===== src/rtl/cla_serial_add_ctrl_pkg.sv =====
// Shared definitions for the nibble-serial CLA add/subtract sequencer.
package cla_serial_add_ctrl_pkg;

   typedef enum logic [1:0] {
      IDLE = 2'd0,
      RUN  = 2'd1,
      DONE = 2'd2
   } state_t;

   localparam int NIB_W = 4;

   // Operand width must split into whole nibbles, at least one.
   function automatic bit width_ok(input int w);
      return (w >= NIB_W) && ((w % NIB_W) == 0);
   endfunction

endpackage


===== src/rtl/cla_serial_add_ctrl_cla4_slice.sv =====
// Purely combinational 4-bit carry-lookahead adder slice (flat generate/propagate terms).
module cla4_slice (
   input  logic [3:0] a,
   input  logic [3:0] b,
   input  logic       cin,
   output logic [3:0] sum,
   output logic       cout
);

   logic [3:0] g;
   logic [3:0] p;
   logic [4:0] c;

   assign g = a & b;
   assign p = a ^ b;

   // Every carry is a two-level sum of products of g/p/cin, so no carry waits on another.
   assign c[0] = cin;
   assign c[1] = g[0] | (p[0] & cin);
   assign c[2] = g[1] | (p[1] & g[0]) | (p[1] & p[0] & cin);
   assign c[3] = g[2] | (p[2] & g[1]) | (p[2] & p[1] & g[0]) | (p[2] & p[1] & p[0] & cin);
   assign c[4] = g[3] | (p[3] & g[2]) | (p[3] & p[2] & g[1]) | (p[3] & p[2] & p[1] & g[0])
               | (p[3] & p[2] & p[1] & p[0] & cin);

   assign sum  = p ^ c[3:0];
   assign cout = c[4];

endmodule


===== src/rtl/cla_serial_add_ctrl.sv =====
// WIDTH-bit add/subtract performed one nibble per cycle through a single shared CLA slice.
module cla_serial_add_ctrl
   import cla_serial_add_ctrl_pkg::*;
#(
   parameter int WIDTH = 16
) (
   input  logic             clk,
   input  logic             rst,
   input  logic             in_valid,
   output logic             in_ready,
   input  logic [WIDTH-1:0] in_a,
   input  logic [WIDTH-1:0] in_b,
   input  logic             in_cin,
   input  logic             in_sub,
   output logic             out_valid,
   input  logic             out_ready,
   output logic [WIDTH-1:0] out_sum,
   output logic             out_cout,
   output logic             busy
);

   localparam int NS    = WIDTH / NIB_W;
   localparam int IDX_W = (NS > 1) ? $clog2(NS) : 1;
   localparam logic [IDX_W-1:0] IDX_LAST = IDX_W'(NS - 1);

   generate
      if (!width_ok(WIDTH)) begin : g_width_chk
         $error("cla_serial_add_ctrl: WIDTH must be a positive multiple of 4");
      end
   endgenerate

   state_t                      state;
   state_t                      next_state;
   logic [IDX_W-1:0]            idx;
   logic                        carry;
   logic                        out_valid_r;
   logic [NS-1:0][NIB_W-1:0]    a_reg;
   logic [NS-1:0][NIB_W-1:0]    b_reg;
   logic [NS-1:0][NIB_W-1:0]    sum_reg;
   logic [NIB_W-1:0]            sl_a;
   logic [NIB_W-1:0]            sl_b;
   logic [NIB_W-1:0]            sl_sum;
   logic                        sl_cout;
   logic                        accept;

   assign in_ready  = (state == IDLE);
   assign busy      = (state != IDLE);
   assign accept    = in_valid && in_ready;
   assign out_valid = out_valid_r;
   assign out_sum   = sum_reg;
   assign out_cout  = carry;

   always_ff @(posedge clk) begin
      if (rst) state <= IDLE;
      else     state <= next_state;
   end

   always_comb begin
      next_state = state;
      case (state)
         IDLE:    if (in_valid)           next_state = RUN;
         RUN:     if (idx == IDX_LAST)    next_state = DONE;
         DONE:    if (out_ready)          next_state = IDLE;
         default:                         next_state = IDLE;
      endcase
   end

   // Nibble select by compare-per-index keeps the mux clean for any NS, including 1.
   always_comb begin
      sl_a = '0;
      sl_b = '0;
      for (int i = 0; i < NS; i++) begin
         if (idx == IDX_W'(i)) begin
            sl_a = a_reg[i];
            sl_b = b_reg[i];
         end
      end
   end

   cla4_slice u_slice (
      .a    (sl_a),
      .b    (sl_b),
      .cin  (carry),
      .sum  (sl_sum),
      .cout (sl_cout)
   );

   // Operands are pure data: captured on accept, never cleared.
   always_ff @(posedge clk) begin
      if (accept) begin
         a_reg <= in_a;
         b_reg <= in_sub ? ~in_b : in_b;
      end
   end

   always_ff @(posedge clk) begin
      if (rst) begin
         idx         <= '0;
         carry       <= 1'b0;
         sum_reg     <= '0;
         out_valid_r <= 1'b0;
      end else begin
         out_valid_r <= (next_state == DONE);
         case (state)
            IDLE: begin
               if (accept) begin
                  carry   <= in_sub ? 1'b1 : in_cin;
                  idx     <= '0;
                  sum_reg <= '0;
               end
            end
            RUN: begin
               for (int i = 0; i < NS; i++) begin
                  if (idx == IDX_W'(i)) sum_reg[i] <= sl_sum;
               end
               carry <= sl_cout;
               if (idx != IDX_LAST) idx <= idx + 1'b1;
            end
            default: begin
            end
         endcase
      end
   end

endmodule

===== config.mk =====
export PLATFORM = sky130hd
export DESIGN_NAME = cla_serial_add_ctrl
export DESIGN_NICKNAME = d
export VERILOG_FILES = /design/src/rtl/cla_serial_add_ctrl_pkg.sv /design/src/rtl/cla_serial_add_ctrl_cla4_slice.sv /design/src/rtl/cla_serial_add_ctrl.sv
export SDC_FILE = /design/constraint.sdc
export NUM_CORES = 1
export LEC_CHECK = 0
export ABC_AREA = 1
export BUFFER_PORTS_ARGS = -buffer_cell sky130_fd_sc_hd__buf_2
export CAP_MARGIN = 10
export CORE_MARGIN = 1
export CORE_UTILIZATION = 40
export DETAILED_ROUTE_END_ITERATION = 6
export PLACE_DENSITY = 0.71
export SYNTH_ARGS = -nofsm -noshare
export SYNTH_HDL_FRONTEND = slang
export SYNTH_HIERARCHICAL = 1
export SYNTH_SLANG_ARGS = --single-unit

===== constraint.sdc =====
create_clock -name clk -period 4.7 [get_ports clk]
set_clock_uncertainty 0.1 [all_clocks]
set_input_delay 0.47 -clock clk [delete_from_list [all_inputs] [get_ports clk]]
set_output_delay 0.47 -clock clk [all_outputs]
set_load 0.1 [all_outputs]

==> summary.txt <==
==================================================================================================
Most common cell in the synthesized netlist                                                nand2_1
Number of different library cells in the post-synthesis netlist                                 28
Net Count, Synth                                                                               333
Remaining global-route overflow                                                                  0
Initial antenna violation count                                                                  0
H-Tree Level Count                                                                               2
Port-buffer cells                                                                               57
Clock transition time at the flip-flop clock pins of the worst setup and hold paths         100 ps
Number of sinks on the clock net                                                                54
Worst EP required                                                                          4850 ps
Setup TNS after final layout                                                                  0 ps
GRT Total Usage                                                                              15.2%
Total power density per cell area                                                       352 nW/µm²
CP Capture Type                                                                           register
Area leader, netlist                                                                      edfxtp_1
Total of cells resized after clock tree synthesis                                                0
Via count                                                                                     2053
Inserted Clock Buffers                                                                           5
Total setup violations reported at the end of the flow                                           0
Arrival time of the worst setup path                                                       2950 ps
Detailed router's first-iteration violation count                                              116
Commonest cells in the synthesized netlist                                            nand2_1 (61), edfxtp_1 (32), inv_1 (25), nor2_1 (24)
Hold_buf cts                                                                                     0
Die width                                                                                  84.2 µm
Max Fclk                                                                                 0.358 GHz
Worst setup path class                                                                     reg2reg
Final Max Tran Viols                                                                             0
DPL Wire Length                                                                            3.90 mm
Least-Margin Pin Slew                                                                      1140 ps
Floorplan die area                                                                        7100 µm²
Number of placement rows                                                                        29
Remaining routing DRC violations                                                                10
Leak Pwr                                                                                   1.38 nW
Post-detailed-route count of antenna-violating nets                                              0
Starting Density                                                                             42.1%
1st-pass router iterations                                                                       6
Average size of a mapped cell                                                             9.46 µm²
Fraction of registers with async set/reset                                                      0%
Core region area                                                                          6420 µm²
Vias per cell                                                                                 4.96
Headroom to the max-slew limit                                                               23.8%
First-pass GRT wire length                                                                 8.55 mm
Post-route clock period utilization                                                          59.5%
Largest net degree at the start of global routing                                               33
Number of buffers on the longest clock path                                                      2
Ports placed on the boundary                                                                    58
Area fraction of the dominant cell type after synthesis                                      35.5%
CTS tree                                                                                       yes
Maximum ir drop on the vdd rail                                                             175 µV
Vertical die dimension                                                                     84.2 µm
Clock Root Buffer                                                                         clkbuf_8
P&R area growth vs syn                                                                       13.6%
Nets                                                                                           383
Min Clock Period, post-route                                                               2790 ps
Yosys synthesis warning count                                                                    6
Summed instance area of the synthesized netlist                                           2710 µm²
Number of max-cap violations                                                                     0
Number of storage elements in the synthesis netlist                                             54
Mapped Cells                                                                                   286
Crit path max fanout                                                                            13
Share of the yosys chip area belonging to registers                                          51.8%
Fin Hold WS                                                                                 227 ps
Failing checks                                                                                 DRC
Setup crit start kind                                                                     register
Setup repair after global routing missed its margin                                          false
Most used DFF post-synth                                                                  edfxtp_1
RePlAce Congestion                                                                           0.873
Number of antenna diodes                                                                         0
Final number of hold-violating endpoints                                                         0
Min-delay worst type                                                                        in2reg
Run status                                                                            finished with violations
Synth area leaders                                                                    edfxtp_1 (36%), dfxtp_1 (16%), nand2_1 (8.5%), xor2_1 (5.2%), a21oi_1 (4.3%)
Buffers inserted during post-CTS setup optimization                                              0
Count of flip-flops with a built-in enable after synthesis                                      32
Clock latency of the later-clocked register in the worst-skew pair                          310 ps
Total wirelength of the detailed-routed design                                             5.26 mm
Final routed wire length divided by cell count                                             12.7 µm
Proportion of layout cells with a drive suffix above 1                                       24.3%
Number of global-route vias before repair                                                     1870
==================================================================================================
[cells in the final DEF (no fill, tap or decap)]
cell type  Yosys  final
nand3_4        1      1
inv_2          1      1
o21ai_1        1      1
nand2_1       61     61
nor2_2         1      1
dfxtp_1       22     22
inv_1         25     25
a21oi_1       23     23
xor2_1        16     16
inv_8          0      1
nand4_1       16     16
buf_2          3     57
nand2_4        2      2
fa_1           1      1
or2_0          1      1
clkinv_4       0      2
nand3b_2       1      1
edfxtp_1      32     32
clkbuf_8       0      5
xnor2_1        1      1
nand2_2        1      1
nor2_1        24     24
nand3_2        3      3
a21oi_2        5      5
nor2_4         2      2
ha_1           8      8
nand3_1       23     23
clkinv_1       1      1
[worst max-delay path, stage by stage (launching register included)]
cell and delay [ps]:
dfxtp_1 360, inv_1 90, ha_1 440, inv_1 240
nor2_1 140, nor2_1 50, nand2_1 100, nand2_1 60
ha_1 330, or2_0 220, nand2_1 90, nand3_1 80
nand2_1 70, inv_1 50, nor2_4 200, a21oi_2 50
nor2_1 100
[power by group]
part	leakage [nW]	internal [mW]	switching (mW)
sequential	0.486	0.537	0.0183
clock	0.0502	0.111	0.160
combinational	0.846	0.0715	0.184
[cells by family (layout without fill, tap and decap cells)]
group           Yosys count  count (layout)  synth area share [%]
fa+ha+maj                 9               9                  4.44
xor+xnor                 17              17                  5.50
buf+inv                  41              92                  7.91
compound gates           29              29                  6.06
flops                    54              54                  51.8
simple gates            136             136                  24.3
[worst paths after layout]
kind | startpoint | to | slack, ps | cells past startpoint
worst max-delay path | idx[0]$_SDFFE_PP0P_ | out_sum[15]$_SDFFE_PP0P_ | 1910 | 16
worst min-delay path | in_a[9] | a_reg[9]$_DFFE_PP_ | 230 | 1
worst max register to register | idx[0]$_SDFFE_PP0P_ | out_sum[15]$_SDFFE_PP0P_ | 1910 | 16
worst min register to register | out_sum[12]$_SDFFE_PP0P_ | out_sum[12]$_SDFFE_PP0P_ | 390 | 2
[through the flow]
stage	instance area [µm²]	worst slack [ps]	power (mW)	std cells	utilization [%]
after floorplan	2710	2010	0.766	286	-
after global placement	2970	2010	0.819	406	46.3
after detailed placement	2970	1930	0.822	406	46.3
after CTS	3070	1900	1.09	414	47.8
after global routing	3070	1570	1.13	414	47.8
final	3070	1910	1.08	414	47.8
[per-layer routing]
layer	part of all wire [%]	GRT usage, %	wire length (µm)
met3	5.2	3.74	276
met1	45	18.7	2350
met5	0	0	0
met2	48	25.9	2530
met4	2.1	5.80	109
[final cells by class]
cell class	count	area, µm²
Clock buffer	5	68.8
Fill cell	604	3350
Multi-Input combinational cell	191	1090
Tap cell	77	96.3
Inverter	27	101
Clock inverter	3	28.8
Sequential cell	54	1400
Timing Repair Buffer	57	285
Power figures use the tool's default switching activity.
